### src/rtl/loa_pkg.sv
// Shared definitions for the logic-analyzer capture RAM readout path.
package loa_pkg;

    localparam int LOA_ADDR_W  = 15;
    localparam int LOA_DATA_W  = 8;
    localparam int LOA_DECIM_W = 4;

    typedef enum logic [1:0] {
        ST_IDLE  = 2'd0,
        ST_READ  = 2'd1,
        ST_DRAIN = 2'd2
    } loa_state_e;

    // Sample count with 0 standing for the full 2^addr_w capture.
    function automatic logic [LOA_ADDR_W:0] loa_full_len(input logic [LOA_ADDR_W-1:0] len);
        return (len == '0) ? {1'b1, {LOA_ADDR_W{1'b0}}} : {1'b0, len};
    endfunction

endpackage

### src/rtl/loa_rd_fifo.sv
// Small synchronous first-word-fall-through FIFO buffering RAM samples
// toward the stream output; flush empties it in one cycle.
module loa_rd_fifo #(
    parameter int DEPTH = 4,
    parameter int W     = 8,
    localparam int PW   = (DEPTH > 1) ? $clog2(DEPTH) : 1,
    localparam int CW   = $clog2(DEPTH + 1)
) (
    input  logic          clk,
    input  logic          rst,
    input  logic          flush,
    input  logic          wr_en,
    input  logic [W-1:0]  wr_data,
    input  logic          rd_en,
    output logic [W-1:0]  rd_data,
    output logic          valid,
    output logic [CW-1:0] count
);

    logic [DEPTH-1:0][W-1:0] mem_q, mem_d;
    logic [PW-1:0]           wptr_q, wptr_d, rptr_q, rptr_d;
    logic [CW-1:0]           cnt_q, cnt_d;
    logic                    do_wr, do_rd;

    function automatic logic [PW-1:0] ptr_inc(input logic [PW-1:0] p);
        return (p == PW'(DEPTH - 1)) ? '0 : p + 1'b1;
    endfunction

    always_comb begin
        mem_d  = mem_q;
        wptr_d = wptr_q;
        rptr_d = rptr_q;
        cnt_d  = cnt_q;
        do_wr  = 1'b0;
        do_rd  = 1'b0;
        if (flush) begin
            wptr_d = '0;
            rptr_d = '0;
            cnt_d  = '0;
        end else begin
            do_wr = wr_en && (cnt_q != CW'(DEPTH));
            do_rd = rd_en && (cnt_q != '0);
            if (do_wr) begin
                mem_d[wptr_q] = wr_data;
                wptr_d        = ptr_inc(wptr_q);
            end
            if (do_rd) begin
                rptr_d = ptr_inc(rptr_q);
            end
            cnt_d = cnt_q + CW'(do_wr) - CW'(do_rd);
        end
    end

    always_ff @(posedge clk or posedge rst) begin
        if (rst) begin
            mem_q  <= '0;
            wptr_q <= '0;
            rptr_q <= '0;
            cnt_q  <= '0;
        end else begin
            mem_q  <= mem_d;
            wptr_q <= wptr_d;
            rptr_q <= rptr_d;
            cnt_q  <= cnt_d;
        end
    end

    // Head is zeroed when empty so the stream data reads 0 while idle.
    assign valid   = (cnt_q != '0);
    assign rd_data = valid ? mem_q[rptr_q] : '0;
    assign count   = cnt_q;

endmodule

### src/rtl/loa_ram_reader.sv
// Streams a window of the capture RAM out through a ready/valid port.
// Optional macro LOA_READER_DECIM_EN adds a decim input (address stride decim+1).
module loa_ram_reader
    import loa_pkg::*;
#(
    parameter int ADDR_W     = LOA_ADDR_W,
    parameter int DATA_W     = LOA_DATA_W,
    parameter int FIFO_DEPTH = 4
) (
    input  logic              clk_50M,
    input  logic              rst,
    input  logic              start,
    input  logic              abort,
    input  logic [ADDR_W-1:0] start_addr,
    input  logic [ADDR_W-1:0] length,
`ifdef LOA_READER_DECIM_EN
    input  logic [LOA_DECIM_W-1:0] decim,
`endif
    output logic              rd_en,
    output logic [ADDR_W-1:0] rd_addr,
    input  logic [DATA_W-1:0] rd_data,
    output logic [DATA_W-1:0] out_data,
    output logic              out_valid,
    input  logic              out_ready,
    output logic              out_last,
    output logic              busy,
    output logic              done
);

    localparam int CW = $clog2(FIFO_DEPTH + 1);

    loa_state_e        state_q, state_d;
    logic [ADDR_W-1:0] addr_q, addr_d;
    logic [ADDR_W:0]   rd_left_q, rd_left_d;
    logic [ADDR_W:0]   out_left_q, out_left_d;
    logic              inflight_q, inflight_d;
    logic              done_q, done_d;
    logic [ADDR_W-1:0] step;
    logic [ADDR_W:0]   len_full;
    logic [CW-1:0]     fifo_count;
    logic [CW:0]       occ_sum;
    logic              start_ok, abort_ok, issue, xfer;

`ifdef LOA_READER_DECIM_EN
    logic [ADDR_W-1:0] step_q, step_d;
    assign step = step_q;
`else
    assign step = ADDR_W'(1);
`endif

    always_comb begin
        len_full = (length == '0) ? {1'b1, {ADDR_W{1'b0}}} : {1'b0, length};
    end

    // Occupancy plus the read whose data lands next cycle; the headroom keeps
    // the FIFO from ever overflowing when the sink stalls.
    assign occ_sum  = {1'b0, fifo_count} + (CW + 1)'(inflight_q);
    assign start_ok = (state_q == ST_IDLE) && start && !abort;
    assign abort_ok = (state_q != ST_IDLE) && abort;
    assign issue    = (state_q == ST_READ) && !abort && (occ_sum <= (CW + 1)'(FIFO_DEPTH - 2));
    assign xfer     = out_valid && out_ready;
    assign out_last = out_valid && (out_left_q == (ADDR_W + 1)'(1));

    always_comb begin
        state_d    = state_q;
        addr_d     = addr_q;
        rd_left_d  = rd_left_q;
        out_left_d = out_left_q;
        inflight_d = issue;
        done_d     = xfer && out_last && !abort_ok;
`ifdef LOA_READER_DECIM_EN
        step_d     = step_q;
`endif
        case (state_q)
            ST_IDLE: begin
                if (start_ok) begin
                    state_d    = ST_READ;
                    addr_d     = start_addr;
                    rd_left_d  = len_full;
                    out_left_d = len_full;
`ifdef LOA_READER_DECIM_EN
                    step_d     = ADDR_W'(decim) + ADDR_W'(1);
`endif
                end
            end
            ST_READ: begin
                if (issue) begin
                    addr_d    = addr_q + step;
                    rd_left_d = rd_left_q - 1'b1;
                    if (rd_left_q == (ADDR_W + 1)'(1)) begin
                        state_d = ST_DRAIN;
                    end
                end
            end
            ST_DRAIN: begin
                if (xfer && out_last) begin
                    state_d = ST_IDLE;
                end
            end
            default: state_d = ST_IDLE;
        endcase
        if (xfer && state_q != ST_IDLE) begin
            out_left_d = out_left_q - 1'b1;
        end
        // Abort drops the data of any read still in flight.
        if (abort_ok) begin
            state_d    = ST_IDLE;
            inflight_d = 1'b0;
        end
    end

    always_ff @(posedge clk_50M or posedge rst) begin
        if (rst) begin
            state_q    <= ST_IDLE;
            addr_q     <= '0;
            rd_left_q  <= '0;
            out_left_q <= '0;
            inflight_q <= 1'b0;
            done_q     <= 1'b0;
`ifdef LOA_READER_DECIM_EN
            step_q     <= ADDR_W'(1);
`endif
        end else begin
            state_q    <= state_d;
            addr_q     <= addr_d;
            rd_left_q  <= rd_left_d;
            out_left_q <= out_left_d;
            inflight_q <= inflight_d;
            done_q     <= done_d;
`ifdef LOA_READER_DECIM_EN
            step_q     <= step_d;
`endif
        end
    end

    loa_rd_fifo #(
        .DEPTH (FIFO_DEPTH),
        .W     (DATA_W)
    ) u_fifo (
        .clk     (clk_50M),
        .rst     (rst),
        .flush   (abort_ok),
        .wr_en   (inflight_q),
        .wr_data (rd_data),
        .rd_en   (xfer),
        .rd_data (out_data),
        .valid   (out_valid),
        .count   (fifo_count)
    );

    assign rd_en   = issue;
    assign rd_addr = addr_q;
    assign busy    = (state_q != ST_IDLE);
    assign done    = done_q;

endmodule
### config.mk
export PLATFORM = sky130hd
export DESIGN_NAME = loa_ram_reader
export DESIGN_NICKNAME = d
export VERILOG_FILES = /design/src/rtl/loa_pkg.sv /design/src/rtl/loa_rd_fifo.sv /design/src/rtl/loa_ram_reader.sv
export SDC_FILE = /design/constraint.sdc
export NUM_CORES = 1
export LEC_CHECK = 0
export CORE_MARGIN = 4
export CORE_UTILIZATION = 45
export CTS_CLUSTER_SIZE = 10
export DETAILED_ROUTE_END_ITERATION = 6
export GPL_TIMING_DRIVEN = 0
export PLACE_DENSITY = 0.71
export SYNTH_ARGS = -nofsm -noshare
export SYNTH_HDL_FRONTEND = slang
export SYNTH_SLANG_ARGS = --single-unit
### constraint.sdc
create_clock -name clk_50M -period 9.36 [get_ports clk_50M]
set_clock_uncertainty 0.15 [all_clocks]
set_input_delay 1.872 -clock clk_50M [delete_from_list [all_inputs] [get_ports clk_50M]]
set_output_delay 1.872 -clock clk_50M [all_outputs]
set_load 0.05 [all_outputs]
# == After elaboration in Yosys (flattened, before gate mapping) ==
# Cells that the tools add are included.
# W data, S select, Z words.
# op_classes
add_sub_neg,8
n_div,0
muxes,29
shift,0
mul,0
bitwise,1
n_eq_ne,13
n_reduce_logical,28
magnitude_cmp,4
# op_table
op,count
$mux W16,5
$bwmux W32,1
$eq A16 B1 Y1 const B,2
$pmux W16 S2,1
$sub A16 B1 Y16 const B,2
$mux W15,2
$pmux W15 S2,1
$mux W8,3
$mux W2,11
$bmux W8 S2,1
$demux W8 S2,1
$add A15 B1 Y15 const B,1
$logic_not A15 Y1,1
$logic_and A1 B1 Y1,13
$ne A3 B3 Y1 const B,4
$reduce_bool A2 Y1,6
$eq A2 B2 Y1 const B,3
$lt A2 B3 Y1 const B,2
$pmux W2 S3,1
$add A2 B1 Y2 const B,2
$add A3 B1 Y4,1
$le A4 B2 Y1 const B,1
$ne A2 B2 Y1 const B,2
$reduce_and A2 Y1,2
13 further kinds,14
# word_totals
ram_bits,0
romBits,0
latch_bits,0
memories,0
input_bits,43
out_inout_bits,28
ff_bits,90

# == Longest topological paths before layout ==
# Gate-level depths: netlist (run 1).
# logic_depth
ltp_word,6
depth_mapped,9

# == Cells and area by module ==
# A second synthesis (run 1) with hierarchy kept.
# unflattened
cells_unflattened,499
hier_area_um2,5078.6
# by_module_without_submodules
mod,cells_per_inst,seq_area_each_um2,area_per_inst_um2,n_inst
loa_ram_reader,362,1276.2,3034.2,1
loa_rd_fifo,137,975.9,2044.5,1

# == Least setup slack after synthesis (run 1) ==
# No wires, ideal clock.
# synth_timing
path_type,input port to output port
from,input abort
to,output rd_en
required_ns,7.338
cell_stages,1
arrival_ns,2.969
path_slack_ns,4.369
path_cell_list,nor3_1
# synth_between
elab_chain_cells,3
# synth_lines
item,line_no,rtl
start: declaration,loa_ram_reader.sv:13,"input logic abort,"
$logic_not A1 Y1,loa_ram_reader.sv:60,assign issue = (state_q == ST_READ) && !abort && (occ_sum <= (CW + 1)'(FIFO_DEPTH - 2));
$logic_and A1 B1 Y1 (2 in series),loa_ram_reader.sv:60,
end: declaration,loa_ram_reader.sv:19,"output logic rd_en,"
# No other way between the ends.

# == Worst setup path in the final report (run 1) ==
# Ends and elaborated chain as after synthesis.

==> flow_summary.toml, run 1 <==
[timing]
rsz0062_at_grt = "false"
fin_tns_setup_ns = 0
slew_at_the_pin_closest_to_its_max_slew_limit_ns = 1.29
hold_viol_final = 0
final_min_period_over_clock_period = 0.592
final-max-slew-violation-count = 0
max_freq_mhz = 181
timing.max_slew.rel_slack = 0.134
fin_hold_ws_ns = 0.358
post-route-min-period_ns = 5.54
setup_violations = 0

[routing]
detail_route.wirelength_um = 12900
viasPerCell = 5.95
num_vias = 4255
routed_length_per_instance_um = 18.0
ant_nets = 0
detail_route.iter0.violations = 423
drc = 0
drt_pre_antenna_iters = 5

[synth]
synth.most_common_cell = "sky130_fd_sc_hd__dfrtp_1"
synth_cells = 493
synth.largest_area_cell = "sky130_fd_sc_hd__dfrtp_1"
synth-edff-count = 0
synth.cells.most_frequent = "sky130_fd_sc_hd__dfrtp_1, sky130_fd_sc_hd__nand2_1, sky130_fd_sc_hd__nor2_1, sky130_fd_sc_hd__a21oi_1"
sequential_element_share_of_the_synthesized_area = 0.462
async_reset_ff_frac = 1.00
syn-cell-area_mm2 = 0.00488
mean_instance_size_in_the_synthesized_netlist_um2 = 9.89
syn-num-nets = 552
yosysWarnings = 0
ys_seq_elements = 90
fraction_of_post_synthesis_cell_area_in_the_top_cell_type_by_area = 0.462
synth.top_cells.by_area = "sky130_fd_sc_hd__dfrtp_1, sky130_fd_sc_hd__mux2_2, sky130_fd_sc_hd__ha_1, sky130_fd_sc_hd__mux4_2, sky130_fd_sc_hd__a21oi_1"
yosysUniqueCellTypes = 52
synthFlopType = "sky130_fd_sc_hd__dfrtp_1"

[power]
power-per-cell-area_mw_per_mm2 = 291
cellLeakagePower_nw = 2.46
vdd_drop_max_uv = 142

[cts]
cts_max_path_buffers = 2
clock_latency_ns = 0.36
cts_resized = 0
cts_made_buffers = 9
cts_tree = "done"
cts_post_setup_buffers_inserted = 0
clock_sinks = 90
worst_path_clk_slew_ns = 0.09
ctsRootBufferMaster = "sky130_fd_sc_hd__clkbuf_8"
hold_buffers = 0
htreeDepth = 3

[placed_design]
dp_hpwl_um = 9460
gp_congestion = 0.854
io_buffer_count = 70

[global_routing]
grt_antenna_before_repair = 0
grt_start_max_net_pins = 72
grt-ovfl-total = 0
grt_pass1_vias = 4236
grt_util_all_layers = 0.209
grt_pass1_wl_um = 21400

[worst_setup_path]
arrival_ns = 3.52
cell_depth_of_the_worst_flop_to_flop_path = 9
worstPathMaxFanout = 6
end_kind = "output pin"
path_class = "input pin to output pin"
crit_path_cell_trace = "clkdlybuf4s50_1 -> nor3_1 -> clkdlybuf4s50_1"
critical_path.most_common_cell = "sky130_fd_sc_hd__clkdlybuf4s50_1"
slowest_stage = "sky130_fd_sc_hd__clkdlybuf4s50_1"
worst_path_largest_cell_delay_ns = 0.85
cp_num_cells = 3
timing.critical_path.required_ns = 7.34
kind_of_cell_with_the_highest_combined_delay_on_the_critical_path = "buffers and inverters"
buffering_stage_count_on_the_worst_path_with_inverters_included = 2
regToRegSetupSlack_ns = 6.33
critPathLaunchType = "input pin"

[floorplanning]
std_cell_rows = 37
initial_core_util = 0.466
chipHeight_um = 112
die_area_mm2 = 0.0126
floorplan.die.width_um = 112
io_pins = 71
floorplan.core_area_mm2 = 0.0105

[layout]
antenna_cells_inserted = 0
nets = 634
post_route_cells_drive_above_1_share = 0.111
area_growth_pct = 22.2

[status]
result_of_the_run = "finished, final reports clean"

[min_path]
hold_path_depth = 1
worst_hold_path_type = "flip-flop to flip-flop"

[job]
maxCapViolations = 0
## per-stage QoR
stage / total power [mW] / std cells / worst slack [ns] / util / instance area (µm²)
global placement: 1.45 / 699 / 3.56 / 0.549 / 5750
CTS: 1.74 / 715 / 3.81 / 0.570 / 5960
detailed placement: 1.48 / 700 / 3.82 / 0.552 / 5780
floorplan: 1.22 / 493 / 4.37 / - / 4880
finish: 1.73 / 715 / 3.82 / 0.570 / 5960
global route: 1.85 / 715 / 3.72 / 0.570 / 5960
## worst paths after layout
check | startpoint | end
max | abort | rd_en
min | u_fifo.mem_q[20] | u_fifo.mem_q[20]
max reg2reg | u_fifo.count[1] | u_fifo.count[2]
min reg2reg | u_fifo.mem_q[20] | u_fifo.mem_q[20]
max in group asynchronous | rst | rd_left_q[15]
min in group asynchronous | rst | u_fifo.mem_q[17]
## power by group
part / internal (mW) / switching (mW)
sequential: 0.530 / 0.133
clock: 0.122 / 0.140
combinational: 0.332 / 0.476
total: 0.984 / 0.750
## state kept, by name, indices dropped and copies added, names as in the netlist, 2 cells and up
name,flops
u_fifo.mem_q,32
out_left_q,16
rd_left_q,16
rd_addr,15
u_fifo.count,3
state_q,2
u_fifo.rptr_q,2
u_fifo.wptr_q,2
## cells in the final DEF (no fill, tap or decap), types with 3 or more instances in the layout
cell type / n
sky130_fd_sc_hd__dfrtp_1: 90
sky130_fd_sc_hd__clkdlybuf4s50_1: 70
sky130_fd_sc_hd__nand2_1: 44
sky130_fd_sc_hd__nor2_1: 42
sky130_fd_sc_hd__a21oi_1: 34
sky130_fd_sc_hd__o21ai_0: 32
sky130_fd_sc_hd__mux2_2: 32
sky130_fd_sc_hd__clkbuf_1: 21
sky130_fd_sc_hd__nor3_1: 20
sky130_fd_sc_hd__nand3_1: 16
sky130_fd_sc_hd__inv_1: 16
sky130_fd_sc_hd__ha_1: 15
sky130_fd_sc_hd__nor2b_1: 10
sky130_fd_sc_hd__a22oi_1: 9
sky130_fd_sc_hd__nor4_1: 9
sky130_fd_sc_hd__clkbuf_8: 9
sky130_fd_sc_hd__mux4_2: 8
sky130_fd_sc_hd__or3_1: 7
sky130_fd_sc_hd__o22ai_1: 7
sky130_fd_sc_hd__nor3b_1: 5
sky130_fd_sc_hd__a2bb2oi_1: 5
sky130_fd_sc_hd__o211ai_1: 5
sky130_fd_sc_hd__a31oi_1: 4
sky130_fd_sc_hd__or4_1: 4
sky130_fd_sc_hd__xnor2_1: 3
sky130_fd_sc_hd__o2bb2ai_1: 3
sky130_fd_sc_hd__o22a_1: 3
sky130_fd_sc_hd__o31ai_1: 3
sky130_fd_sc_hd__or2_2: 3
sky130_fd_sc_hd__and3_1: 3
sky130_fd_sc_hd__a221o_1: 3
sky130_fd_sc_hd__a211oi_1: 3
sky130_fd_sc_hd__o311ai_0: 3
sky130_fd_sc_hd__clkinv_2: 3
## layer usage
metal | vias up | track usage | part of all wire
met1 | 2088 | 0.281 | 0.44
met2 | 158 | 0.343 | 0.48
li1 | 1997 | - | -
met3 | 12 | 0.0458 | 0.062
met5 | - | 0 | 0
met4 | 0 | 0.0561 | 0.012
## cell type report
type,count,area [µm²]
Clock buffer,10,128
Buffer,22,85.1
Fill cell,957,4500
Multi-Input combinational cell,364,2480
Timing Repair Buffer,71,728
Tap cell,136,170
Sequential cell,90,2250
Inverter,17,66.3
Clock inverter,5,53.8
## cells by family after synthesis
kind of cell	share of synthesized area
AND/OR/NAND/NOR	0.176
AO/OA/AOI/OAI	0.173
flip-flops	0.462
multiplexers	0.111
buffers and inverters	0.0305
adder cells (fa/ha/maj)	0.0426
XOR/XNOR	0.00539
No activity file was read; power rests on OpenSTA's default activity.
==> run 2, diff against run 1 <==
==> constraint.sdc (replaced) <==
create_clock -name clk_50M -period 5.6 [get_ports clk_50M]
set_clock_uncertainty 0.15 [all_clocks]
set_input_delay 1.12 -clock clk_50M [delete_from_list [all_inputs] [get_ports clk_50M]]
set_output_delay 1.12 -clock clk_50M [all_outputs]
set_load 0.05 [all_outputs]
==> results of run 2 <==
The final DEF is identical to that of run 1. Status: finished, final reports clean.
Main changes from that run: setup slack after placement 3.82 ns -> 1.56 ns; setup slack after layout 3.82 ns -> 1.22 ns; start point of the critical path abort -> out_left_q[3]; end point of the critical path rd_en -> out_last; register-to-register setup slack 6.33 ns -> 2.57 ns; total power 1.73 mW -> 2.90 mW; worst IR drop on VDD 142 µV -> 238 µV
==> run 3, diff against run 2 <==
==> constraint.sdc (replaced) <==
create_clock -name clk_50M -period 4.4 [get_ports clk_50M]
set_clock_uncertainty 0.15 [all_clocks]
set_input_delay 0.88 -clock clk_50M [delete_from_list [all_inputs] [get_ports clk_50M]]
set_output_delay 0.88 -clock clk_50M [all_outputs]
set_load 0.05 [all_outputs]
==> results of run 3 <==
The final DEF is identical to that of run 1. Status: finished, final reports clean.
Main changes from that run: setup slack after placement 3.82 ns -> 0.662 ns; setup slack after layout 3.82 ns -> 0.255 ns; start point of the critical path abort -> out_left_q[3]; end point of the critical path rd_en -> out_last; register-to-register setup slack 6.33 ns -> 1.37 ns; total power 1.73 mW -> 3.69 mW; worst IR drop on VDD 142 µV -> 302 µV
